$ cat src/rtl/alu_iter_exec.sv
// Execute-stage ALU: single-cycle combinational ops plus an iterative shift-add MUL with stall/done handshake.
// Optional build macro: ALU_MUL_RADIX4_EN selects a radix-4 multiplier step (16 iterations instead of 32).
module alu_iter_exec #(
    parameter int unsigned XLEN = 32
) (
    input  logic            clk,
    input  logic            rst_n,
    input  logic            valid_i,
    input  logic [3:0]      ALUSignal_i,
    input  logic [XLEN-1:0] src1_i,
    input  logic [XLEN-1:0] src2_i,
    input  logic            hold_i,
    input  logic            flush_i,
    output logic [XLEN-1:0] result_o,
    output logic            done_o,
    output logic            stall_o
);

    localparam logic [3:0] OP_ADD = 4'd0;
    localparam logic [3:0] OP_SUB = 4'd1;
    localparam logic [3:0] OP_AND = 4'd2;
    localparam logic [3:0] OP_OR  = 4'd3;
    localparam logic [3:0] OP_SLT = 4'd4;
    localparam logic [3:0] OP_MUL = 4'd5;
    localparam logic [3:0] OP_XOR = 4'd6;
    localparam logic [3:0] OP_SL  = 4'd7;
    localparam logic [3:0] OP_SRA = 4'd8;
    localparam logic [3:0] OP_SRL = 4'd9;

`ifdef ALU_MUL_RADIX4_EN
    localparam logic [5:0] LAST_STEP = 6'd15;
`else
    localparam logic [5:0] LAST_STEP = 6'd31;
`endif

    typedef enum logic [1:0] {
        IDLE,
        BUSY,
        DONE
    } state_e;

    state_e          state, state_next;
    logic [XLEN-1:0] opa, opb, acc;
    logic [5:0]      cnt;
    logic [XLEN-1:0] comb_res;
    logic [XLEN-1:0] partial;
    logic [XLEN-1:0] opa_next, opb_next;
    logic            mul_start;
    logic [4:0]      shamt;

    assign shamt = src2_i[4:0];

    always_comb begin
        comb_res = '0;
        case (ALUSignal_i)
            OP_ADD: comb_res = src1_i + src2_i;
            OP_SUB: comb_res = src1_i - src2_i;
            OP_AND: comb_res = src1_i & src2_i;
            OP_OR:  comb_res = src1_i | src2_i;
            OP_SLT: comb_res = {{(XLEN-1){1'b0}}, ($signed(src1_i) < $signed(src2_i))};
            OP_XOR: comb_res = src1_i ^ src2_i;
            OP_SL:  comb_res = src1_i << shamt;
            OP_SRA: comb_res = $unsigned($signed(src1_i) >>> shamt);
            OP_SRL: comb_res = src1_i >> shamt;
            default: comb_res = '0;
        endcase
    end

    // One multiplier iteration: partial product for the low operand-B digit, then realign operands.
    always_comb begin
`ifdef ALU_MUL_RADIX4_EN
        partial  = (opb[0] ? opa : '0) + (opb[1] ? {opa[XLEN-2:0], 1'b0} : '0);
        opa_next = {opa[XLEN-3:0], 2'b00};
        opb_next = {2'b00, opb[XLEN-1:2]};
`else
        partial  = opb[0] ? opa : '0;
        opa_next = {opa[XLEN-2:0], 1'b0};
        opb_next = {1'b0, opb[XLEN-1:1]};
`endif
    end

    always_ff @(posedge clk or negedge rst_n) begin
        if (!rst_n) begin
            state <= IDLE;
        end else begin
            state <= state_next;
        end
    end

    always_comb begin
        state_next = state;
        result_o   = '0;
        done_o     = 1'b0;
        stall_o    = 1'b0;
        mul_start  = 1'b0;
        case (state)
            IDLE: begin
                if (valid_i) begin
                    if (ALUSignal_i == OP_MUL) begin
                        if (!flush_i) begin
                            stall_o    = 1'b1;
                            mul_start  = 1'b1;
                            state_next = BUSY;
                        end
                    end else begin
                        result_o = comb_res;
                        done_o   = 1'b1;
                    end
                end
            end
            BUSY: begin
                stall_o = 1'b1;
                if (flush_i) begin
                    state_next = IDLE;
                end else if (cnt == LAST_STEP) begin
                    state_next = DONE;
                end
            end
            DONE: begin
                result_o = acc;
                done_o   = 1'b1;
                if (flush_i || !hold_i) begin
                    state_next = IDLE;
                end
            end
            default: state_next = IDLE;
        endcase
    end

    always_ff @(posedge clk or negedge rst_n) begin
        if (!rst_n) begin
            opa <= '0;
            opb <= '0;
            acc <= '0;
            cnt <= '0;
        end else if (mul_start) begin
            opa <= src1_i;
            opb <= src2_i;
            acc <= '0;
            cnt <= '0;
        end else if (state == BUSY && !flush_i) begin
            acc <= acc + partial;
            opa <= opa_next;
            opb <= opb_next;
            cnt <= cnt + 6'd1;
        end
    end

endmodule
$ cat config.mk
export PLATFORM = sky130hd
export DESIGN_NAME = alu_iter_exec
export DESIGN_NICKNAME = d
export VERILOG_FILES = /design/src/rtl/alu_iter_exec.sv
export SDC_FILE = /design/constraint.sdc
export NUM_CORES = 1
export LEC_CHECK = 0
export CORE_ASPECT_RATIO = 0.7
export CORE_MARGIN = 4
export CORE_UTILIZATION = 35
export CTS_CLUSTER_SIZE = 10
export DETAILED_ROUTE_END_ITERATION = 10
export HOLD_SLACK_MARGIN = 0.12
export PLACE_DENSITY = 0.56
export SLEW_MARGIN = 15
export SYNTH_ARGS = -nofsm -noshare
export SYNTH_HDL_FRONTEND = slang
export SYNTH_SLANG_ARGS = --single-unit
$ cat constraint.sdc
create_clock -name clk -period 16.2 [get_ports clk]
set_clock_uncertainty 0.15 [all_clocks]
set_input_delay 3.24 -clock clk [delete_from_list [all_inputs] [get_ports clk]]
set_output_delay 3.24 -clock clk [all_outputs]
set_load 0.01 [all_outputs]
### After elaboration in Yosys (flattened, before gate mapping)

Index checks and enable logic that the tools add are counted.

* bits of input ports: 73
* output and inout bits: 34
* memories: 0
* bits in latches: 0
* register bits after elaboration: 104
* RAM bits: 0
* word-level logic and storage cells: 69
* bits in read-only memories: 0

* $lt $le $gt $ge: 1
* eq/ne operators: 17
* bitwise operators: 3
* multiplexer cells: 28
* shift operators: 3
* add/subtract/negate cells: 4
* div/mod/pow operators: 0
* $mul: 0
* reduce and logical (&&, ||, !) cells: 8

Operators by type and width (number)
* $mux 32: 9
* $pmux 32 s9: 1
* $add 32x32->32: 2
* $pmux 32 s2: 1
* $and 32x32->32: 1
* $lt 32x32->1: 1
* $or 32x32->32: 1
* $shl 32x5->32: 1
* $shr 32x5->32: 1
* $sshr 32x5->32: 1
* $sub 32x32->32: 1
* $xor 32x32->32: 1
* $eq 4x3->1 const B: 4
* $mux 2: 6
* $mux 6: 2
* $eq 4x2->1 const B: 2
* $eq 4x4->1 const B: 2
* $ne 2x2->1 const B: 4
* $add 6x1->6 const B: 1
* $eq 6x5->1 const B: 1
* $mux 1: 6
* $pmux 2 s3: 1
* $reduce_and 5->1: 1
* $eq 4x1->1 const B: 1
* 10 further kinds: 12

### Depth between registers and ports, before layout

Gate-level depths: netlist of run 1.

* depth after elaboration: 5
* gate-level depth with buffers: 15
* gate-level depth less buffers: 13

### Worst setup path before layout of run 1

Ideal clock, no wire load.

* kind: input-to-output
* start point: input src2_i[2]
* end point: output result_o[22]
* path slack: 6.045 ns
* data required time: 12.810 ns
* data arrival time: 6.765 ns
* stages on the path: 15
* buffers on the path: 4
* path through: inv_1 -> clkbuf_1 -> buf_1 -> buf_2 -> ha_1 -> buf_2 -> a21o_1 -> a221oi_2 -> o211ai_1 -> and4_1 -> a2111oi_2 -> nor3_2 -> a221o_1 -> a211oi_1 -> o21ai_1

* longest elaborated chain between the ends: 5
* elaborated cells on any way between the ends: 9
* classes of those cells: 2 x add/sub; 3 x shift; 4 x mux

Ends and longest elaborated chain
* start: declaration: line 11 `input logic [XLEN-1:0] src2_i,`
* $sub 32x32->32, or another cell as far along: line 57 `OP_SUB: comb_res = src1_i - src2_i;`
* $pmux 32 s9 *: line 55 `case (ALUSignal_i)`
* $mux 32 *: line 99 `if (ALUSignal_i == OP_MUL) begin`
* $mux 32 *: line 98 `if (valid_i) begin`
* $pmux 32 s2 *: line 96 `case (state)`
* end: declaration: line 14 `output logic [XLEN-1:0] result_o,`

Mark *: on every way between the ends. The rest lies on a longest branch, timed or not.

### Worst setup path in the final report of run 1

* start point: input src2_i[4]
* end point: output result_o[22]

Same word-level chain as after synthesis.

==> results.py, run 1 <==
metrics = {
    "clocking": {
        "cts_setup_buffers": 0,
        "clk_pin_slew_ns": 0.09,
        "cts_tree": "done",
        "hold_buffers": 0,
        "cts_buffers": 9,
        "cts_root_buffer": "clkbuf_16",
        "insertion_delay_ns": 0.39,
        "ctsResizeCount": 0,
        "htreeDepth": 3,
        "clockBufferDepth": 2,
        "clock_sinks": 104,
    },
    "min_path": {
        "hold_end": "opb[10]",
        "hp-start": "opb[10]",
        "hp-class": "reg2reg",
        "hold_path_depth": 2,
    },
    "sta": {
        "fin_crit_ns": 11.70,
        "hold_viol": 0,
        "fmax_mhz": 85.4,
        "whs_ns": 0.332,
        "relSlewSlack_pct": 18.9,
        "maxSlewViolCount": 0,
        "tns_ns": 0,
        "fin_crit_sh_pct": 72.3,
        "rsz0062_at_grt": "false",
        "final-setup-viol-count": 0,
        "worst_pin_slew_ns": 1.19,
    },
    "synthesis": {
        "yosysWarnings": 0,
        "netlist_instances": 1975,
        "syn_nets": 2180,
        "synth_cell_type_count": 84,
        "synth.avg_cell_area_um2": 7.47,
        "synth_top_area_share_pct": 17.6,
        "syn-cell-area_um2": 14700,
        "synth_area_leaders": "dfrtp_1 (18%), ha_1 (11%), nand2_1 (6.9%), mux4_2 (6.6%), a21oi_1 (4.8%)",
        "post-synth-top-count-cell": "nand2_1",
        "yosys_register_bits": 104,
        "async_reset_ff_share_pct": 100,
        "synth_commonest_cells": "nand2_1 (272), nor2_1 (183), a21oi_1 (142)",
        "ys_seq_area_share_pct": 17.6,
        "synth_edf_count": 0,
        "synth_area_leader_cell": "dfrtp_1",
        "ys.flop_type": "dfrtp_1",
    },
    "floorplanning": {
        "die_x_um": 253,
        "start_util_pct": 35.7,
        "fp.dieH_um": 180,
        "dieArea_um2": 45500,
        "core_um2": 41300,
        "boundaryPins": 107,
        "fp-row-count": 62,
    },
    "detailed_routing": {
        "route.final.wire_length_um": 68600,
        "via_per_inst": 6.36,
        "drc_errors": 0,
        "drt-wirelength-per-cell_um": 27.1,
        "top_layer": "met5",
        "wl_met3_um": 6620,
        "met2_length_um": 27200,
        "ant_nets": 0,
        "vias": 16061,
        "first_pass_iters": 6,
        "wl_met1_um": 32300,
        "drtIter0Drc": 1888,
    },
    "setup_path": {
        "crit_type": "in2out",
        "critPathMaxFanout": 52,
        "worstPathArrival_ns": 8.31,
        "reg2reg_slack_ns": 11.40,
        "reg2reg_from": "opb[0]",
        "critPathSlowestCell": "ha_1",
        "path_cells": "buf_2, buf_4, inv_1, ha_1, a21o_1, a221oi_2, o211ai_1, and4_1, a2111oi_2, nor3_2, a221o_1, a211oi_1, o21ai_1, clkdlybuf4s50_1",
        "startpoint_type": "input port",
        "worstPathRequired_ns": 12.81,
        "end_kind": "output pin",
        "reg2reg_depth": 13,
        "worst_path_largest_cell_delay_ns": 0.53,
        "r2r_end": "acc[30]",
    },
    "power": {
        "p_leak_nw": 7.24,
        "ir_drop_mv": 0.0508,
        "finalPower_mw": 1.18,
        "power_density_nw_per_um2": 71.4,
    },
    "global_routing": {
        "overflow": 0,
        "grt_pass1_vias": 14798,
        "grt_util_all_layers_pct": 29.1,
        "grt_pass1_wl_um": 101000,
        "antenna_found_initial": 5,
        "grt_start_max_net_pins": 73,
    },
    "placement": {
        "place_area_um2": 16200,
        "dp.cells": 2510,
        "portBuffers": 106,
        "gp_congestion": 0.980,
        "post-dp-hpwl_um": 50700,
    },
    "final_layout": {
        "final_net_count": 2182,
        "stdcell_count": 2527,
        "drive_above_1_share_pct": 7.37,
        "areaGrowthSynthToFinish_pct": 11.8,
        "finalInstanceArea_um2": 16500,
        "num-fill-cells": 4339,
    },
    "run": {
        "drv_cap": 0,
    },
    "outcome": {
        "status": "finished, final reports clean",
    },
}
## worst max-delay path, delay by kind of cell
kind                     cells  cell delay [ns]
AO/OA/AOI/OAI                7             2.46
buffers and inverters        4             1.55
AND/OR/NAND/NOR              2             0.52
adder cells (fa/ha/maj)      1             0.53
## flip-flops by register name, summed over array words and instances, names as in the netlist
signal and flops:
opb 32, opa 32, cnt 6, acc 32, state 2
## area by class of cell
cell class | instances | area [um2] | area share (%)
timing repair buffer | 140 | 1290 | 7.83
inverter | 105 | 394 | 2.39
clock inverter | 7 | 92.6 | 0.562
multi-input combinational | 1617 | 11200 | 67.9
sequential | 104 | 2600 | 15.8
clock buffer | 9 | 225 | 1.37
tap | 544 | 681 | 4.13
antenna | 1 | 2.50 | 0.0152
## report_power, final
part	internal, mW	switching, mW
clock	0.125	0.131
combinational	0.205	0.333
sequential	0.324	0.0594
total	0.654	0.523
## routing by layer
layer  up-vias  track usage [%]
met1      7865             44.1
met3       114             7.27
li1       7241                -
met4         4             9.17
met2       837             40.0
met5         -                0
## per-stage QoR
stage / setup slack (ns) / util, %
final: 4.50 / 39.9
after global routing: 4.30 / 39.9
after CTS: 4.76 / 39.9
after detailed placement: 4.80 / 39.1
after global placement: 4.84 / 39.1
after floorplan: 6.05 / -
## cell families (layout without fill, tap and decap cells)
family,count (synthesis),after routing,share of synthesized area (%)
AOI/OAI and AO/OA,656,656,29.9
xor gates and xnor gates,39,39,2.32
adders and majority gates,132,132,11.4
buffers and inverters,254,261,6.81
DFF,104,104,17.6
muxes,110,110,11.2
other,0,1,0
and+or+nand+nor,680,680,20.8
## worst max path at each step
| stage | start | slack [ns] | to | depth (start not counted) |
|---|---|---|---|---|
| after floorplan | src2_i[2] | 6.05 | result_o[22] | 15 |
| after global placement | src2_i[2] | 4.84 | result_o[22] | 15 |
| after detailed placement | src2_i[4] | 4.80 | result_o[22] | 14 |
| after CTS | src2_i[4] | 4.76 | result_o[22] | 14 |
| after global routing | src2_i[4] | 4.30 | result_o[20] | 13 |
| final | src2_i[4] | 4.50 | result_o[22] | 14 |
## cells in the final DEF, fill, tap and decap left out, drive strengths merged, types with 40 or more instances in the layout
| cell type | Yosys | layout |
|---|---|---|
| mux2i | 54 | 54 |
| o21ai | 139 | 139 |
| a22oi | 80 | 80 |
| nand3 | 41 | 41 |
| inv | 104 | 109 |
| and2 | 44 | 44 |
| nand2 | 272 | 272 |
| mux4 | 43 | 43 |
| nor2 | 183 | 183 |
| a21oi | 142 | 142 |
| ha | 129 | 129 |
| dfrtp | 104 | 104 |
| clkdlybuf4s50 | 0 | 100 |
| buf | 41 | 40 |
Note: power is estimated with default switching activity, not from simulation.
==> run 2, diff against run 1 <==
Clock period 16.2 ns to 11.4 ns, I/O delays scaled along.
==> results.py, run 2 (synthesized netlist as in run 1, its figures left out) <==
metrics = {
    "outcome": {
        "status": "finished, final reports clean",
    },
    "setup_path": {
        "end_kind": "output pin",
        "critPathSlowestCell": "a2111oi_1",
        "critPathTopFamily": "compound AO/OA/AOI/OAI gates",
        "worstPathRequired_ns": 8.97,
        "critPathMaxFanout": 27,
        "crit_type": "in2out",
        "startpoint_type": "input port",
        "path_cells": "buf_2, clkinv_1, ha_1, or2_2, o211ai_1, nand3_1, a211oi_1, o31ai_1, a221oi_1, a21oi_1, a2111oi_1, o21ai_0, clkdlybuf4s50_1",
        "worstPathArrival_ns": 7.27,
        "worst_path_largest_cell_delay_ns": 0.98,
        "path_buf_inv": 3,
    },
    "floorplanning": {
        "start_util_pct": 35.7,
        "dieArea_um2": 45500,
        "fp-row-count": 62,
        "core_um2": 41300,
        "boundaryPins": 107,
        "die_x_um": 253,
        "fp.dieH_um": 180,
    },
    "final_layout": {
        "num-fill-cells": 4246,
        "drive_above_1_share_pct": 7.09,
        "mostFrequentLayoutCells": "nand2_1 (272), nor2_1 (180), a21oi_1 (142)",
        "regArea_um2": 2600,
        "finalInstanceArea_um2": 16400,
        "layout_commonest_cell": "nand2_1",
        "reg_top3": "acc: 32 flops, opa: 32 flops, opb: 32 flops",
        "stdcell_count": 2521,
        "final_util_pct": 39.8,
        "areaGrowthSynthToFinish_pct": 11.5,
        "multi_input_area_um2": 11200,
        "final_net_count": 2176,
    },
    "detailed_routing": {
        "vias": 15848,
        "first_pass_iters": 5,
        "drc_errors": 0,
        "via_per_inst": 6.29,
        "drt-wirelength-per-cell_um": 26.7,
        "route.final.wire_length_um": 67200,
        "ant_nets": 0,
        "drtIter0Drc": 1894,
    },
    "sta": {
        "fin_crit_sh_pct": 85.1,
        "fin_crit_ns": 9.70,
        "final-setup-viol-count": 0,
        "maxSlewViolCount": 0,
        "worst_pin_slew_ns": 1.22,
        "fmax_mhz": 103,
        "tns_ns": 0,
        "rsz0062_at_grt": "false",
        "relSlewSlack_pct": 17.9,
        "hold_viol": 0,
    },
    "clocking": {
        "clockBufferDepth": 2,
        "hold_buffers": 0,
        "cts_tree": "done",
        "cts_root_buffer": "clkbuf_16",
        "insertion_delay_ns": 0.40,
        "clk_pin_slew_ns": 0.09,
        "cts_setup_buffers": 0,
        "htreeDepth": 3,
        "clock_sinks": 104,
        "ctsResizeCount": 0,
        "cts_buffers": 9,
    },
    "global_routing": {
        "grt_start_max_net_pins": 72,
        "antenna_found_initial": 5,
        "overflow": 0,
        "grt_pass1_vias": 14813,
        "grt_util_all_layers_pct": 28.6,
        "grt_pass1_wl_um": 99600,
    },
    "power": {
        "ir_drop_mv": 0.0631,
        "p_leak_nw": 7.21,
        "finalPower_mw": 1.67,
        "power_density_nw_per_um2": 102,
    },
    "placement": {
        "dp.cells": 2504,
        "portBuffers": 106,
        "place_area_um2": 16100,
        "gp_congestion": 0.969,
        "post-dp-hpwl_um": 50200,
    },
    "min_path": {
        "hp-class": "reg2reg",
    },
    "run": {
        "drv_cap": 0,
    },
}
run 2: cell count changes in the layout (fill, tap and decap cells not counted), sizes merged:
| cell | previous run | this run |
|---|---|---|
| buf | 40 | 34 |
run 2: final timing paths:
check | from | to | slack [ns] | cells after the start
worst max-delay path | src2_i[3] | result_o[12] | 1.70 | 13
worst min-delay path | opb[13] | opb[13] | 0.33 | 2
worst max register to register | opb[0] | acc[26] | 6.71 | 13
worst min register to register | opb[13] | opb[13] | 0.33 | 2
max in group asynchronous | rst_n | opa[6] | 7.98 | 2
min in group asynchronous | rst_n | opb[6] | 1.75 | 1
run 2: metrics by stage:
stage	hold slack, ns	worst slack [ns]
final	0.332	1.70
after global routing	0.353	1.49
after CTS	0.334	1.90
after detailed placement	0.312	1.91
after global placement	0.308	1.89
after floorplan	0.295	3.17
run 2: power by group:
group          switching [mW]  internal (mW)  total (mW)
logic                   0.469          0.289       0.759
registers              0.0823          0.460       0.543
clock network           0.190          0.178       0.368
total                   0.742          0.928        1.67
run 2: cell type report:
class | instances | area share, %
well taps | 544 | 4.14
repair buffers | 134 | 7.58
flip-flops and latches | 104 | 15.8
clock inverters | 7 | 0.563
multi-input cells | 1617 | 68.1
clock buffers | 9 | 1.37
inverters | 105 | 2.40
diodes | 1 | 0.0152
run 2: layer usage:
metal  vias up  global-route usage [%]  routed length [um]
met5         -                       0                  33
met4         4                    8.82                2260
met3       118                    7.08                6440
met2       788                    39.2               26600
met1      7696                    43.7               31900
li1       7242                       -                   -
run 2: worst min-delay path, cell delays in order, from the launching register on:
cell and delay, ns:
dfrtp_1 0.35, nand2_1 0.05, nand2_1 0.05
==> run 3, diff against run 2 <==
Settings changed: ABC_CLOCK_PERIOD_IN_PS set to 11400.
==> results of run 3 <==
Final layout, timing and power as in run 2 (identical DEF).
